File: config.mk
export PLATFORM = sky130hd
export DESIGN_NAME = fifo_uart_drain
export DESIGN_NICKNAME = d
export VERILOG_FILES = /design/src/rtl/fifo_uart_drain_pkg.sv /design/src/rtl/fifo_uart_drain_baud_tick.sv /design/src/rtl/fifo_uart_drain.sv
export SDC_FILE = /design/constraint.sdc
export NUM_CORES = 1
export LEC_CHECK = 0
export ABC_AREA = 0
export BUFFER_PORTS_ARGS = -buffer_cell sky130_fd_sc_hd__buf_2
export CORE_UTILIZATION = 28
export CTS_CLUSTER_DIAMETER = 200
export DETAILED_ROUTE_END_ITERATION = 12
export HOLD_SLACK_MARGIN = 0.12
export MAX_ROUTING_LAYER = met4
export SLEW_MARGIN = 15
export SYNTH_ARGS = -nofsm -noshare
export SYNTH_HDL_FRONTEND = slang
export SYNTH_SLANG_ARGS = --single-unit
File: constraint.sdc
create_clock -name clk -period 2.1 [get_ports clk]
set_clock_uncertainty 0.05 [all_clocks]
set_input_delay 0.105 -clock clk [delete_from_list [all_inputs] [get_ports clk]]
set_output_delay 0.105 -clock clk [all_outputs]
set_load 0.01 [all_outputs]
File: src/rtl/fifo_uart_drain_pkg.sv
// Shared definitions for the FIFO-to-UART drain: line states and baud divisor helper.
package fifo_uart_drain_pkg;

  typedef enum logic [1:0] {
    ST_IDLE  = 2'd0,
    ST_START = 2'd1,
    ST_DATA  = 2'd2,
    ST_STOP  = 2'd3
  } uart_state_e;

  localparam int unsigned BIT_IDX_W = 3;
  localparam int unsigned CNT_W_FRM = 16;

  // Truncating divide: one UART bit lasts this many clk cycles.
  function automatic int unsigned baud_div(input int unsigned clk_freq, input int unsigned baud);
    return clk_freq / baud;
  endfunction

endpackage

File: src/rtl/fifo_uart_drain_baud_tick.sv
// Free-running bit-period counter; tick_c marks the last cycle of each bit, clr restarts the period.
module fifo_uart_drain_baud_tick #(
  parameter int unsigned DIV = 104
) (
  input  logic clk,
  input  logic rst,
  input  logic clr,
  output logic tick_c
);

  localparam int unsigned CNT_W = (DIV > 1) ? $clog2(DIV) : 1;
  localparam logic [CNT_W-1:0] LAST = CNT_W'(DIV - 1);

  logic [CNT_W-1:0] cnt_q, cnt_d;

  assign tick_c = (cnt_q == LAST);

  always_comb begin
    cnt_d = cnt_q + CNT_W'(1);
    if (clr || tick_c) begin
      cnt_d = '0;
    end
  end

  always_ff @(posedge clk or negedge rst) begin
    if (!rst) begin
      cnt_q <= '0;
    end else begin
      cnt_q <= cnt_d;
    end
  end

endmodule

File: src/rtl/fifo_uart_drain.sv
// Pops one FIFO word per frame and shifts it out as 8N1 UART, back-to-back while words and enable allow.
module fifo_uart_drain
  import fifo_uart_drain_pkg::*;
#(
  parameter int unsigned CLK_FREQ   = 12_000_000,
  parameter int unsigned BAUD       = 115200,
  parameter int unsigned DATA_WIDTH = 8
) (
  input  logic                  clk,
  input  logic                  rst,
  input  logic                  en,
  input  logic                  fifo_empty,
  input  logic [DATA_WIDTH-1:0] fifo_data,
  output logic                  fifo_rd_en,
  output logic                  tx,
  output logic                  busy,
  output logic [15:0]           frame_cnt
);

  localparam int unsigned BAUD_DIV = baud_div(CLK_FREQ, BAUD);

  if (DATA_WIDTH != 8) begin : g_width_check
    $error("fifo_uart_drain: DATA_WIDTH must be 8");
  end
  if (BAUD_DIV < 1) begin : g_baud_check
    $error("fifo_uart_drain: CLK_FREQ must be at least BAUD");
  end

  uart_state_e             state_q, state_d;
  logic [DATA_WIDTH-1:0]   shift_q, shift_d;
  logic [BIT_IDX_W-1:0]    bit_idx_q, bit_idx_d;
  logic                    tx_q, tx_d;
  logic [CNT_W_FRM-1:0]    frame_cnt_q, frame_cnt_d;
  logic                    tick_c;
  logic                    launch_c;

  fifo_uart_drain_baud_tick #(
    .DIV (BAUD_DIV)
  ) u_baud (
    .clk    (clk),
    .rst    (rst),
    .clr    (launch_c),
    .tick_c (tick_c)
  );

  // A new frame may start from idle, or directly on the stop bit's final cycle.
  assign launch_c = rst && en && !fifo_empty &&
                    ((state_q == ST_IDLE) || ((state_q == ST_STOP) && tick_c));

  assign fifo_rd_en = launch_c;
  assign tx         = tx_q;
  assign busy       = (state_q != ST_IDLE);
  assign frame_cnt  = frame_cnt_q;

  always_comb begin
    state_d     = state_q;
    shift_d     = shift_q;
    bit_idx_d   = bit_idx_q;
    tx_d        = tx_q;
    frame_cnt_d = frame_cnt_q;
    case (state_q)
      ST_IDLE: begin
        tx_d = 1'b1;
      end
      ST_START: begin
        if (tick_c) begin
          state_d   = ST_DATA;
          tx_d      = shift_q[0];
          shift_d   = shift_q >> 1;
          bit_idx_d = '0;
        end
      end
      ST_DATA: begin
        if (tick_c) begin
          if (bit_idx_q == BIT_IDX_W'(DATA_WIDTH - 1)) begin
            state_d = ST_STOP;
            tx_d    = 1'b1;
          end else begin
            tx_d      = shift_q[0];
            shift_d   = shift_q >> 1;
            bit_idx_d = bit_idx_q + BIT_IDX_W'(1);
          end
        end
      end
      ST_STOP: begin
        if (tick_c) begin
          state_d     = ST_IDLE;
          frame_cnt_d = frame_cnt_q + CNT_W_FRM'(1);
        end
      end
      default: begin
        state_d = ST_IDLE;
        tx_d    = 1'b1;
      end
    endcase
    // Pop and capture on the same edge; the start bit goes out immediately.
    if (launch_c) begin
      state_d   = ST_START;
      shift_d   = fifo_data;
      bit_idx_d = '0;
      tx_d      = 1'b0;
    end
  end

  always_ff @(posedge clk or negedge rst) begin
    if (!rst) begin
      state_q     <= ST_IDLE;
      shift_q     <= '0;
      bit_idx_q   <= '0;
      tx_q        <= 1'b1;
      frame_cnt_q <= '0;
    end else begin
      state_q     <= state_d;
      shift_q     <= shift_d;
      bit_idx_q   <= bit_idx_d;
      tx_q        <= tx_d;
      frame_cnt_q <= frame_cnt_d;
    end
  end

endmodule

---- Yosys cells after proc, flatten, opt, wreduce, memory -nomap -nowiden ----
Cells that the tools add are included.
cells by class
  reduce and logical (&&, ||, !) cells .... 16
  $add $sub $neg .......................... 3
  muxes and demuxes ....................... 22
  equality and inequality tests ........... 10
operators by type and width
  kind                                                              count
  8-bit two-way mux                                                 4
  16-bit by 1-bit adder with 16-bit output (second input constant)  1
  8-bit one-hot mux with 2 select lines                             1
  3-bit by 2-bit != test with 1-bit output (second input constant)  5
  3-bit two-way mux                                                 4
  2-bit two-way mux                                                 5
  4-bit nonzero test                                                2
  7-bit by 1-bit adder with 7-bit output (second input constant)    1
  7-bit == test (second input constant)                             1
  7-bit two-way mux                                                 1
  2-bit one-hot mux with 3 select lines                             1
  3-bit one-hot mux with 2 select lines                             1
  5-bit AND reduction                                               1
  2-bit == test (second input constant)                             2
  1-bit logical AND                                                 4
  1-bit two-way mux                                                 4
  4-bit AND reduction                                               1
  3-bit by 1-bit adder with 3-bit output (second input constant)    1
  3-bit == test (second input constant)                             1
  1-bit one-hot mux with 3 select lines                             1
  3-bit AND reduction                                               1
  3-bit nonzero test                                                1
  2-bit by 1-bit == test with 1-bit output (second input constant)  1
  2-bit zero test                                                   1
  other kinds (4)                                                   5
word-level totals
  input port bits ......................... 12
  logic and storage cells ................. 57
  register bits after elaboration ......... 37

---- Logic depth before layout (Yosys ltp) ----
Gate-level depths: netlist of the first run.
  word-level depth ........................ 6
  mapped depth ............................ 7
  depth with buffers taken out ............ 6

---- By module ----
Synthesis of the first run repeated with hierarchy kept, for this count alone.
second synthesis, totals
  cell total of the unflattened synthesis .. 177
  area, all modules ....................... 1896.8 um2
modules (own cells, without submodules)
  module                     area each (um2)  instances  cells an instance  seq. area each (um2)
  fifo_uart_drain            1557.7           1          144                752.0
  fifo_uart_drain_baud_tick  339.1            1          33                 175.2

---- Worst setup path before layout of the first run ----
No wires, ideal clock.
  path kind ............................... register -> register
  start point ............................. register bit_idx_q[0]
  end point ............................... register shift_q[1]
  data required time ...................... 1.925 ns
  data arrival time ....................... 1.882 ns
  setup time .............................. 0.125 ns
  buffers on the path ..................... 1
  clock period less this slack ............ 2.057 ns
  path slack .............................. 0.043 ns
  stages on the path, launching flop included .. 7
  path through ............................ dfrtp_1 > ha_1 > ha_1 > a2111o_1 > buf_6 > mux2_4 > mux2_4
on the way
  cells in the longest elaborated chain, start to end .. 3
ends and longest elaborated chain
  element                                             line                    source
  from (decl)                                         fifo_uart_drain.sv:31   logic [BIT_IDX_W-1:0] bit_idx_q, bit_idx_d;
  from (signal assigned)                              fifo_uart_drain.sv:115  bit_idx_q <= bit_idx_d;
  3-bit == test                                       fifo_uart_drain.sv:75   if (bit_idx_q == BIT_IDX_W'(DATA_WIDTH - 1)) begin
  3-bit by 2-bit != test with 1-bit output (no line)  --
  4-bit AND reduction (no line)                       --
  to (signal assigned)                                fifo_uart_drain.sv:114  shift_q <= shift_d;
  to (decl)                                           fifo_uart_drain.sv:30   logic [DATA_WIDTH-1:0] shift_q, shift_d;
No other way between the ends.
A chain may end at the register's enable or synchronous reset.

---- Worst setup path after layout of the first run ----
  start point ............................. register u_baud.cnt_q[4]
  end point ............................... register shift_q[2]
on the way
  cells in the longest elaborated chain, start to end .. 6
ends and longest elaborated chain
  element                                                                                          line                             source
  from (decl)                                                                                      fifo_uart_drain_baud_tick.sv:14  logic [CNT_W-1:0] cnt_q, cnt_d;
  from (signal assigned)                                                                           fifo_uart_drain_baud_tick.sv:29  cnt_q <= cnt_d;
  7-bit == test (*)                                                                                fifo_uart_drain_baud_tick.sv:16  assign tick_c = (cnt_q == LAST);
  1-bit logical AND                                                                                fifo_uart_drain.sv:48            ((state_q == ST_IDLE) || ((state_q == ST_STOP) && tick_c));
  1-bit logical OR                                                                                 fifo_uart_drain.sv:48
  1-bit logical AND                                                                                fifo_uart_drain.sv:47            assign launch_c = rst && en && !fifo_empty &&
  3-bit by 2-bit != test with 1-bit output (no line) / 3-bit nonzero test (equally long branches)  --
  4-bit AND reduction (no line)                                                                    --
Every way passes the cells marked *; elsewhere a longest branch is shown, timed or not.

==> results of run 1 <==
## worst max-delay path, delay by kind of cell (launching register included)
family	cells	cell delay (ns)
and+or+nand+nor	1	0.41
muxes	2	0.59
AOI/OAI and AO/OA	1	0.54
DFF	1	0.38
## repair_timing
action / 4_1_cts / 5_1_grt
pin swaps: 3 / 0
resized for setup: 3 / 8
setup buffers: 3 / 2
endpoints found under the hold margin: 44 / 0
endpoints found under the setup margin: 8 / 8
hold buffers: 9 / 0
gates cloned: 0 / 0
## logic make-up (layout without fill, tap and decap cells)
family / count (synthesis) / count (layout)
flip-flops: 37 / 37
XOR/XNOR: 19 / 19
AND/OR/NAND/NOR: 58 / 58
AO/OA/AOI/OAI: 21 / 21
buffers and inverters: 11 / 76
adder cells (fa/ha/maj): 10 / 10
multiplexers: 15 / 15
## through the flow
stage                     util (%)  hold WS [ns]
after detailed placement      34.0         0.177
after CTS                     37.4         0.171
after global placement        34.0         0.161
after global routing          37.9         0.183
after floorplan                  -        -0.241
final                         37.9         0.185
## state kept, by name, summed over array words and instances, names as in the netlist
signal and cells:
u_baud.cnt_q 7, shift_q 8, frame_cnt 16, bit_idx_q 3
tx 1, state_q 2
## power groups by stage
stage	sequential, µW	clock (µW)	combinational [µW]
2_1_floorplan	726	0	2.31
3_3_place_gp	726	0	30.9
3_5_place_dp	726	0	31.0
4_1_cts	712	640	44.0
5_1_grt	712	660	47.9
6_report	712	617	42.7
## layout by cell type, fill, tap and decap left out, drive strengths merged, types with 2 or more instances in the layout
| master | netlist | layout |
|---|---|---|
| buf | 1 | 50 |
| dfrtp | 36 | 36 |
| nand2 | 16 | 16 |
| mux2 | 14 | 14 |
| xor2 | 11 | 11 |
| nor2 | 11 | 11 |
| ha | 10 | 10 |
| dlygate4sd3 | 0 | 9 |
| inv | 9 | 9 |
| xnor2 | 8 | 8 |
| nand3 | 7 | 7 |
| clkbuf | 1 | 6 |
| a21oi | 5 | 5 |
| nor3 | 4 | 4 |
| and4 | 4 | 4 |
| o21ai | 4 | 4 |
| and3 | 3 | 3 |
| nor4 | 3 | 3 |
| o31ai | 2 | 2 |
| o22ai | 2 | 2 |
| o211a | 2 | 2 |
| o2111ai | 2 | 2 |
## layer usage
metal / vias to the layer above / global-route usage [%] / part of all wire, %
met5: - / - / 0
met4: 0 / 4.55 / 1.5
met3: 7 / 3.21 / 3.9
met2: 27 / 17.4 / 44
met1: 703 / 16.1 / 51
li1: 731 / - / -
## cell type report
class | instances | area, µm²
multi-input combinational | 123 | 995
inverter | 9 | 33.8
clock inverter | 2 | 38.8
sequential | 37 | 928
tap | 80 | 100
clock buffer | 6 | 72.6
fill | 707 | 4190
timing repair buffer | 59 | 394
## final timing paths
| path | to | start | depth (start not counted) |
|---|---|---|---|
| worst max-delay path | shift_q[2]$_DFFE_PN0P_ | u_baud.cnt_q[4]$_DFF_PN0_ | 4 |
| worst min-delay path | tx$_DFFE_PN1P_ | fifo_empty | 3 |
| worst max register to register | shift_q[2]$_DFFE_PN0P_ | u_baud.cnt_q[4]$_DFF_PN0_ | 4 |
| worst min register to register | tx$_DFFE_PN1P_ | tx$_DFFE_PN1P_ | 2 |
| max in group asynchronous | state_q[1]$_DFFE_PN0P_ | rst | 3 |
| min in group asynchronous | frame_cnt[1]$_DFFE_PN0P_ | rst | 3 |
==> flow_metrics.env, run 1 <==
export IMPL_outcome="completed"
export IMPL_cap_violations=0
export IMPL_power_frac_clock_pct=45.0
export IMPL_fin_crit_sh_pct=99.3
export IMPL_synth_simple_area_share_pct=15.9
export IMPL_synthTopCellsByCount="dfrtp_1, nand2_1, mux2_4, nor2_1, xor2_1"
export IMPL_place_ws_ns=-0.0303
export IMPL_dr_first_iter_drc_count=70
export IMPL_hold_viol=0
export IMPL_synthAdderAreaFrac_pct=6.43
export IMPL_htree_levels=2
export IMPL_vias=1468
export IMPL_synth_warning_count=0
export IMPL_p_leak_uw=0.00132
export IMPL_die_width_um=85.4
export IMPL_cp_common_cell="mux2_4"
export IMPL_cts_root_buf="clkbuf_8"
export IMPL_final_cells=316
export IMPL_synth_nets=193
export IMPL_ir_drop_uv=242
export IMPL_totalWireLength_mm=4.07
export IMPL_p_comb_share_pct=3.1
export IMPL_numCtsBuffers=5
export IMPL_ant_nets=0
export IMPL_synth_edf_count=0
export IMPL_hpwlAfterDp_mm=2.85
export IMPL_antenna_found_initial=0
export IMPL_cts_clk_slew_worst_paths_ns=0.07
export IMPL_grt_pass1_wl_mm=6.62
export IMPL_rsz0062_at_grt="true"
export IMPL_cts_tree="built"
export IMPL_regToRegSetupSlack_ns=0.01
export IMPL_post_route_cell_area_um2=2560
export IMPL_routabilityCongestion=0.799
export IMPL_synth_top_area_cell="dfrtp_1"
export IMPL_clock_path_buffers=2
export IMPL_cts_sinks=37
export IMPL_power_uw=1370
export IMPL_critPathMaxStageDelay_ns=0.54
export IMPL_cp_start_kind="flip-flop"
export IMPL_slew_viol_final=0
export IMPL_tightestPinTransition_ns=0.492
export IMPL_clk_latency_ns=0.29
export IMPL_grt_ovfl_total=0
export IMPL_final_nets=257
export IMPL_setup_viol=0
export IMPL_synth_top_family_by_area="simple AND/OR/NAND/NOR gates"
export IMPL_relSlewSlack_pct=67.2
export IMPL_cellPowerDensity_nw_per_um2=535
export IMPL_die_y_um=85.4
export IMPL_synth_most_common_cell="dfrtp_1"
export IMPL_drt_pass1_iterations=4
export IMPL_p_sw_uw=283
export IMPL_diodes=0
export IMPL_ys_async_sr_fraction_pct=100
export IMPL_drc=0
export IMPL_fmax_ghz=0.479
export IMPL_min_path_type="input pin to flip-flop"
export IMPL_pwr_share_seq_pct=51.9
export IMPL_synth_seq_cells=37
export IMPL_cp_data_arrival_time_ns=2.21
export IMPL_synth_top_cell_area_share_pct=46.3
export IMPL_dieArea_um2=7290
export IMPL_cp_required_ns=2.23
export IMPL_synthTopCellsByArea="dfrtp_1, mux2_4, ha_1"
export IMPL_via_per_inst=4.65
export IMPL_p_sw_share_pct=20.6
export IMPL_wl_per_cell_um=12.9
export IMPL_synth_compound_area_share_pct=8.03
export IMPL_place_area_um2=2290
export IMPL_initial_utilization_pct=28.8
export IMPL_grt_max_degree=39
export IMPL_area_growth_synth_to_final_pct=31.6
export IMPL_ys_flop_type="dfrtp_1"
export IMPL_grt_pass1_vias=1447
export IMPL_drive_gt1_share_pct=36.0
export IMPL_core_um2=6760
export IMPL_grt_use_total_pct=12.0
export IMPL_numPortBuffers=30
export IMPL_syn_inst=171
export IMPL_seq_area_frac_synth_pct=47.6
export IMPL_synth_cell_type_count=40
export IMPL_synth_avg_cell_area_um2=11.4
export IMPL_crit_path_max_fanout=8
export IMPL_place_inst=294
export IMPL_setup_tns_ns=0
export IMPL_internal_power_uw=1090
export IMPL_io_pin_count=31
export IMPL_crit_type="flip-flop to flip-flop"
export IMPL_finalWorstSetupSlack_ns=0.0142
export IMPL_rows=30
export IMPL_synth_area_um2=1950
export IMPL_critPathSlowestCell="a2111o_2"
export IMPL_fin_crit_ns=2.09
export IMPL_worstPathCellList="or3b_4 > a2111o_2 > mux2_4 > mux2_4"
export IMPL_endpoint_kind="flip-flop"
export IMPL_synth_area_mux_share_pct=10.9
export IMPL_synthXorXnorAreaFrac_pct=8.55
(Power assumes the default switching activity.)
==> inputs of run 2 (changes only) <==
- BUFFER_PORTS_ARGS: -buffer_cell sky130_fd_sc_hd__buf_2 -> -buffer_cell sky130_fd_sc_hd__clkbuf_2
==> run 2 against run 1 <==
  * Non-clock buffer count is 1 higher
  * Total power is 8.4% lower
  * Critical path depth is 2 higher
  * Utilization is 0.46 points lower
  * Count of clock-buffer cells in the layout is 1 lower
  * Worst setup slack better by 0.051 ns
  * Critical path type unchanged
  * Clock power is 19% lower
==> flow_metrics.env, run 2 (synthesis gave the netlist of run 1 again) <==
export IMPL_wl_met2_mm=1.83
export IMPL_via_per_inst=4.60
export IMPL_diodes=0
export IMPL_cts_tree="built"
export IMPL_cts_clk_slew_worst_paths_ns=0.08
export IMPL_drive_gt1_share_pct=34.2
export IMPL_area_growth_synth_to_final_pct=30.0
export IMPL_cts_sinks=37
export IMPL_setup_viol=0
export IMPL_hold_slack_ns=0.181
export IMPL_wl_per_cell_um=12.7
export IMPL_grt_pass1_vias=1493
export IMPL_min_path_type="input pin to flip-flop"
export IMPL_vias=1459
export IMPL_cts_root_buf="clkbuf_8"
export IMPL_clock_path_buffers=2
export IMPL_setup_tns_ns=0
export IMPL_tightestPinTransition_ns=0.494
export IMPL_ant_nets=0
export IMPL_layout_commonest_cell="dfrtp_1"
export IMPL_io_pin_count=31
export IMPL_die_y_um=85.4
export IMPL_numCtsBuffers=5
export IMPL_htree_levels=2
export IMPL_totalWireLength_mm=4.04
export IMPL_fin_crit_sh_pct=96.9
export IMPL_antenna_found_initial=0
export IMPL_rr_worst_depth=6
export IMPL_n_fill_cell=672
export IMPL_die_width_um=85.4
export IMPL_cp_start_kind="flip-flop"
export IMPL_hold_viol=0
export IMPL_grt_ovfl_total=0
export IMPL_final_cells=317
export IMPL_relSlewSlack_pct=67.0
export IMPL_numPortBuffers=30
export IMPL_endpoint_kind="flip-flop"
export IMPL_drt_pass1_iterations=4
export IMPL_dieArea_um2=7290
export IMPL_fmax_ghz=0.492
export IMPL_dr_first_iter_drc_count=53
export IMPL_slew_viol_final=0
export IMPL_grt_pass1_wl_mm=7.09
export IMPL_hpwlAfterDp_mm=2.92
export IMPL_clk_latency_ns=0.29
export IMPL_cap_violations=0
export IMPL_top_layer_used="met4"
export IMPL_rows=30
export IMPL_routabilityCongestion=0.776
export IMPL_regToRegSetupSlack_ns=0.07
export IMPL_ir_drop_uv=375
export IMPL_cp_required_ns=2.22
export IMPL_dr_wl_met3_um=164
export IMPL_core_um2=6760
export IMPL_layout_common_cells="dfrtp_1, clkbuf_2, buf_4, nand2_1, mux2_4"
export IMPL_crit_path_max_fanout=8
export IMPL_final_nets=258
export IMPL_register_area_um2=928
export IMPL_grt_use_total_pct=12.4
export IMPL_p_leak_uw=0.00132
export IMPL_cellPowerDensity_nw_per_um2=496
export IMPL_largest_reg_flops=16
export IMPL_drc=0
export IMPL_outcome="completed"
export IMPL_grt_max_degree=39
export IMPL_rsz0062_at_grt="false"
export IMPL_crit_type="flip-flop to flip-flop"
export IMPL_cp_data_arrival_time_ns=2.16
export IMPL_initial_utilization_pct=28.8
export IMPL_wl_met1_mm=2.04
export IMPL_place_inst=299
export IMPL_multi_input_area_um2=973
export IMPL_holdPathStages=3
export IMPL_fin_crit_ns=2.03
export IMPL_power_uw=1260
run 2: changes by cell type in the layout (fill, tap and decap cells not counted), moves of 2 or more:
cell and delta:
ha_1 +3, buf_2 -30, ha_2 -2, clkbuf_2 +30
run 2: timing repair:
| action | 4_1_cts | 5_1_grt |
|---|---|---|
| setup buffers | 1 | 0 |
| hold endpoints to repair | 44 | 0 |
| setup endpoints to repair | 1 | 8 |
| pin swaps | 1 | 1 |
| hold buffers | 9 | 0 |
| gates resized for setup | 0 | 5 |
run 2: layout make-up:
type / instances / area share [%]
multi-input cells: 123 / 38.5
well taps: 80 / 3.95
clock inverters: 3 / 0.840
flip-flops and latches: 37 / 36.7
clock buffers: 5 / 2.72
repair buffers: 60 / 16.0
inverters: 9 / 1.33
run 2: path summary, 6_finish.rpt:
| kind | from | to |
|---|---|---|
| worst min-delay path | fifo_empty | tx$_DFFE_PN1P_ |
| min in group asynchronous | rst | frame_cnt[6]$_DFFE_PN0P_ |
| worst min register to register | u_baud.cnt_q[0]$_DFF_PN0_ | u_baud.cnt_q[0]$_DFF_PN0_ |
| worst max-delay path | bit_idx_q[0]$_DFFE_PN0P_ | shift_q[4]$_DFFE_PN0P_ |
| max in group asynchronous | rst | state_q[1]$_DFFE_PN0P_ |
| worst max register to register | bit_idx_q[0]$_DFFE_PN0P_ | shift_q[4]$_DFFE_PN0P_ |
run 2: power by group:
group	internal [µW]	switching [µW]	total (µW)
Combinational	20.5	23.2	43.8
Clock	235	265	501
Sequential	712	0	712
Total	968	289	1260
run 2: metrics by stage:
step,area (µm²),util [%],worst slack (ns)
after CTS,2520,37.3,0.000417
after floorplan,1950,-,0.0427
after global routing,2530,37.5,0.00375
final,2530,37.5,0.0657
after global placement,2330,34.5,0.0371
after detailed placement,2330,34.5,0.0175
run 2: layer usage:
layer  up-vias  global-route usage [%]
li1        734                       -
met1       688                    17.3
met2        33                    18.8
met3         4                    2.92
met4         0                    1.82
met5         -                       -
run 2: worst max-delay path: stages, from the launching register on:
cell	delay [ns]
dfrtp_1	0.39
ha_1	0.21
ha_1	0.20
a2111o_1	0.37
buf_6	0.15
mux2_4	0.29
mux2_4	0.25
==> inputs of run 3 (changes only) <==
- CTS_BUF_LIST: default -> sky130_fd_sc_hd__clkbuf_2
==> run 3 against run 2 <==
  * Utilization rose by 0.39 points
  * First-iteration DRC count rose by 26%
  * Non-clock buffer count is 7 higher
  * Clock power decreased by 30%
  * Sequential power about the same
  * Total power decreased by 12%
  * Critical path depth is 2 higher
  * Via count is 2.3% higher
  * Critical path type unchanged
  * Register-to-register slack is essentially flat
  * Largest power group unchanged
  * Worst hold slack improved by 0.060 ns
  * Cell count up 2.2%
  * Cell area up 1.0%
  * Highest routed layer unchanged
==> flow_metrics.env, run 3 (synthesis gave the netlist of run 1 again) <==
export IMPL_fin_crit_sh_pct=97.5
export IMPL_ant_nets=0
export IMPL_grt_pass1_wl_mm=7.16
export IMPL_drc=0
export IMPL_setup_tns_ns=0
export IMPL_slew_viol_final=0
export IMPL_cts_root_buf="clkbuf_2"
export IMPL_cp_common_cell="mux2_4"
export IMPL_dr_first_iter_drc_count=67
export IMPL_via_per_inst=4.60
export IMPL_die_y_um=85.4
export IMPL_vias=1492
export IMPL_totalWireLength_mm=4.14
export IMPL_drive_gt1_share_pct=36.5
export IMPL_crit_path_max_fanout=8
export IMPL_endpoint_kind="flip-flop"
export IMPL_grt_max_degree=39
export IMPL_drt_pass1_iterations=4
export IMPL_dieArea_um2=7290
export IMPL_clock_path_buffers=2
export IMPL_routabilityCongestion=0.776
export IMPL_area_growth_synth_to_final_pct=31.4
export IMPL_worstPathCellList="buf_4 > inv_1 > ha_4 > nor2_1 > a2111o_1 > buf_6 > mux2_4 > mux2_4"
export IMPL_core_um2=6760
export IMPL_hpwlAfterDp_mm=2.92
export IMPL_clk_latency_ns=0.41
export IMPL_layout_common_cells="dfrtp_1, clkbuf_2, buf_4, nand2_1, mux2_4"
export IMPL_critPathSlowestCell="dfrtp_1"
export IMPL_setup_viol=0
export IMPL_crit_type="flip-flop to flip-flop"
export IMPL_cellPowerDensity_nw_per_um2=434
export IMPL_cp_start_kind="flip-flop"
export IMPL_diodes=0
export IMPL_numPortBuffers=30
export IMPL_final_cells=324
export IMPL_hold_viol=0
export IMPL_outcome="completed"
export IMPL_rsz0062_at_grt="false"
export IMPL_wl_per_cell_um=12.8
export IMPL_relSlewSlack_pct=66.8
export IMPL_grt_ovfl_total=0
export IMPL_cts_tree="built"
export IMPL_antenna_found_initial=0
export IMPL_cts_sinks=37
export IMPL_initial_utilization_pct=28.8
export IMPL_largest_reg_flops=16
export IMPL_grt_pass1_vias=1524
export IMPL_final_nets=265
export IMPL_cts_clk_slew_worst_paths_ns=0.23
export IMPL_p_leak_uw=0.00133
export IMPL_ir_drop_uv=295
export IMPL_fmax_ghz=0.489
export IMPL_rows=30
export IMPL_min_path_type="input pin to async pin"
export IMPL_place_inst=299
export IMPL_grt_use_total_pct=12.7
export IMPL_cp_data_arrival_time_ns=2.31
export IMPL_cap_violations=0
export IMPL_io_pin_count=31
export IMPL_die_width_um=85.4
export IMPL_fin_crit_ns=2.05
export IMPL_numCtsBuffers=5
export IMPL_regToRegSetupSlack_ns=0.05
export IMPL_rr_startpoint="state_q[0]$_DFFE_PN0P_"
export IMPL_n_fill_cell=673
export IMPL_cp_required_ns=2.36
export IMPL_r2r_end="shift_q[4]$_DFFE_PN0P_"
export IMPL_htree_levels=2
export IMPL_rr_worst_depth=8
export IMPL_critPathMaxStageDelay_ns=0.44
export IMPL_tightestPinTransition_ns=0.497
export IMPL_layout_commonest_cell="dfrtp_1"
run 3: changes by cell type in the layout (fill, tap and decap cells not counted), sizes merged:
| cell | delta |
|---|---|
| dlygate4sd3 | +2 |
| buf | +5 |
run 3: power by group:
part	total (µW)	switching (µW)	internal [µW]	leakage (µW)
logic	47.0	24.1	22.9	0.000827
registers	714	0	714	0.000478
clock network	350	266	84.0	0.0000294
run 3: through the flow:
stage | hold WS [ns] | instance area [µm²] | utilization (%) | setup slack, ns | power, µW
3_3_place_gp | 0.186 | 2330 | 34.5 | 0.0371 | 757
6_report | 0.241 | 2560 | 37.9 | 0.0531 | 1110
3_5_place_dp | 0.190 | 2330 | 34.5 | 0.0175 | 757
2_1_floorplan | -0.241 | 1950 | - | 0.0427 | 728
4_1_cts | 0.240 | 2530 | 37.5 | 0.0103 | 1120
5_1_grt | 0.245 | 2560 | 37.9 | 0.00398 | 1150
run 3: how the worst max path moves through the flow:
stage / cells after the start / slack, ns / endpoint / start
2_1_floorplan: 6 / 0.04 / shift_q[1]$_DFFE_PN0P_ / bit_idx_q[0]$_DFFE_PN0P_
3_3_place_gp: 5 / 0.04 / shift_q[0]$_DFFE_PN0P_ / state_q[1]$_DFFE_PN0P_
3_5_place_dp: 6 / 0.02 / shift_q[4]$_DFFE_PN0P_ / bit_idx_q[0]$_DFFE_PN0P_
4_1_cts: 8 / 0.01 / shift_q[4]$_DFFE_PN0P_ / state_q[0]$_DFFE_PN0P_
5_1_grt: 8 / 0.004 / shift_q[2]$_DFFE_PN0P_ / state_q[0]$_DFFE_PN0P_
6_report: 8 / 0.05 / shift_q[4]$_DFFE_PN0P_ / state_q[0]$_DFFE_PN0P_
run 3: per-layer routing:
layer	share of wire (%)	vias to the layer above	global-route usage [%]	routed length, µm
met3	4.1	7	2.92	171
met5	0	-	-	0
met2	44	32	19.0	1830
li1	-	745	-	-
met1	51	708	17.5	2090
met4	0.94	0	3.18	39
run 3: final cells by class:
cell class / instances / area, µm² / area share, %
well taps: 80 / 100 / 3.91
inverters: 9 / 33.8 / 1.32
multi-input cells: 123 / 991 / 38.7
flip-flops and latches: 37 / 927 / 36.3
clock inverters: 3 / 21.3 / 0.832
repair buffers: 67 / 459 / 18.0
clock buffers: 5 / 25.0 / 0.978
run 3: critical path: cells and delay by family (launching register included):
family	cells	cell delay [ns]
mux	2	0.56
simple gates	1	0.06
buf+inv	3	0.39
fa+ha+maj	1	0.17
compound gates	1	0.30
flops	1	0.44
run 3: repair_timing:
action                     4_1_cts  5_1_grt
setup endpoints to repair        7        8
hold buffers                    11        0
setup buffers                    5        1
pin swaps                        3        2
resized for setup                3        5
hold endpoints to repair        46        0
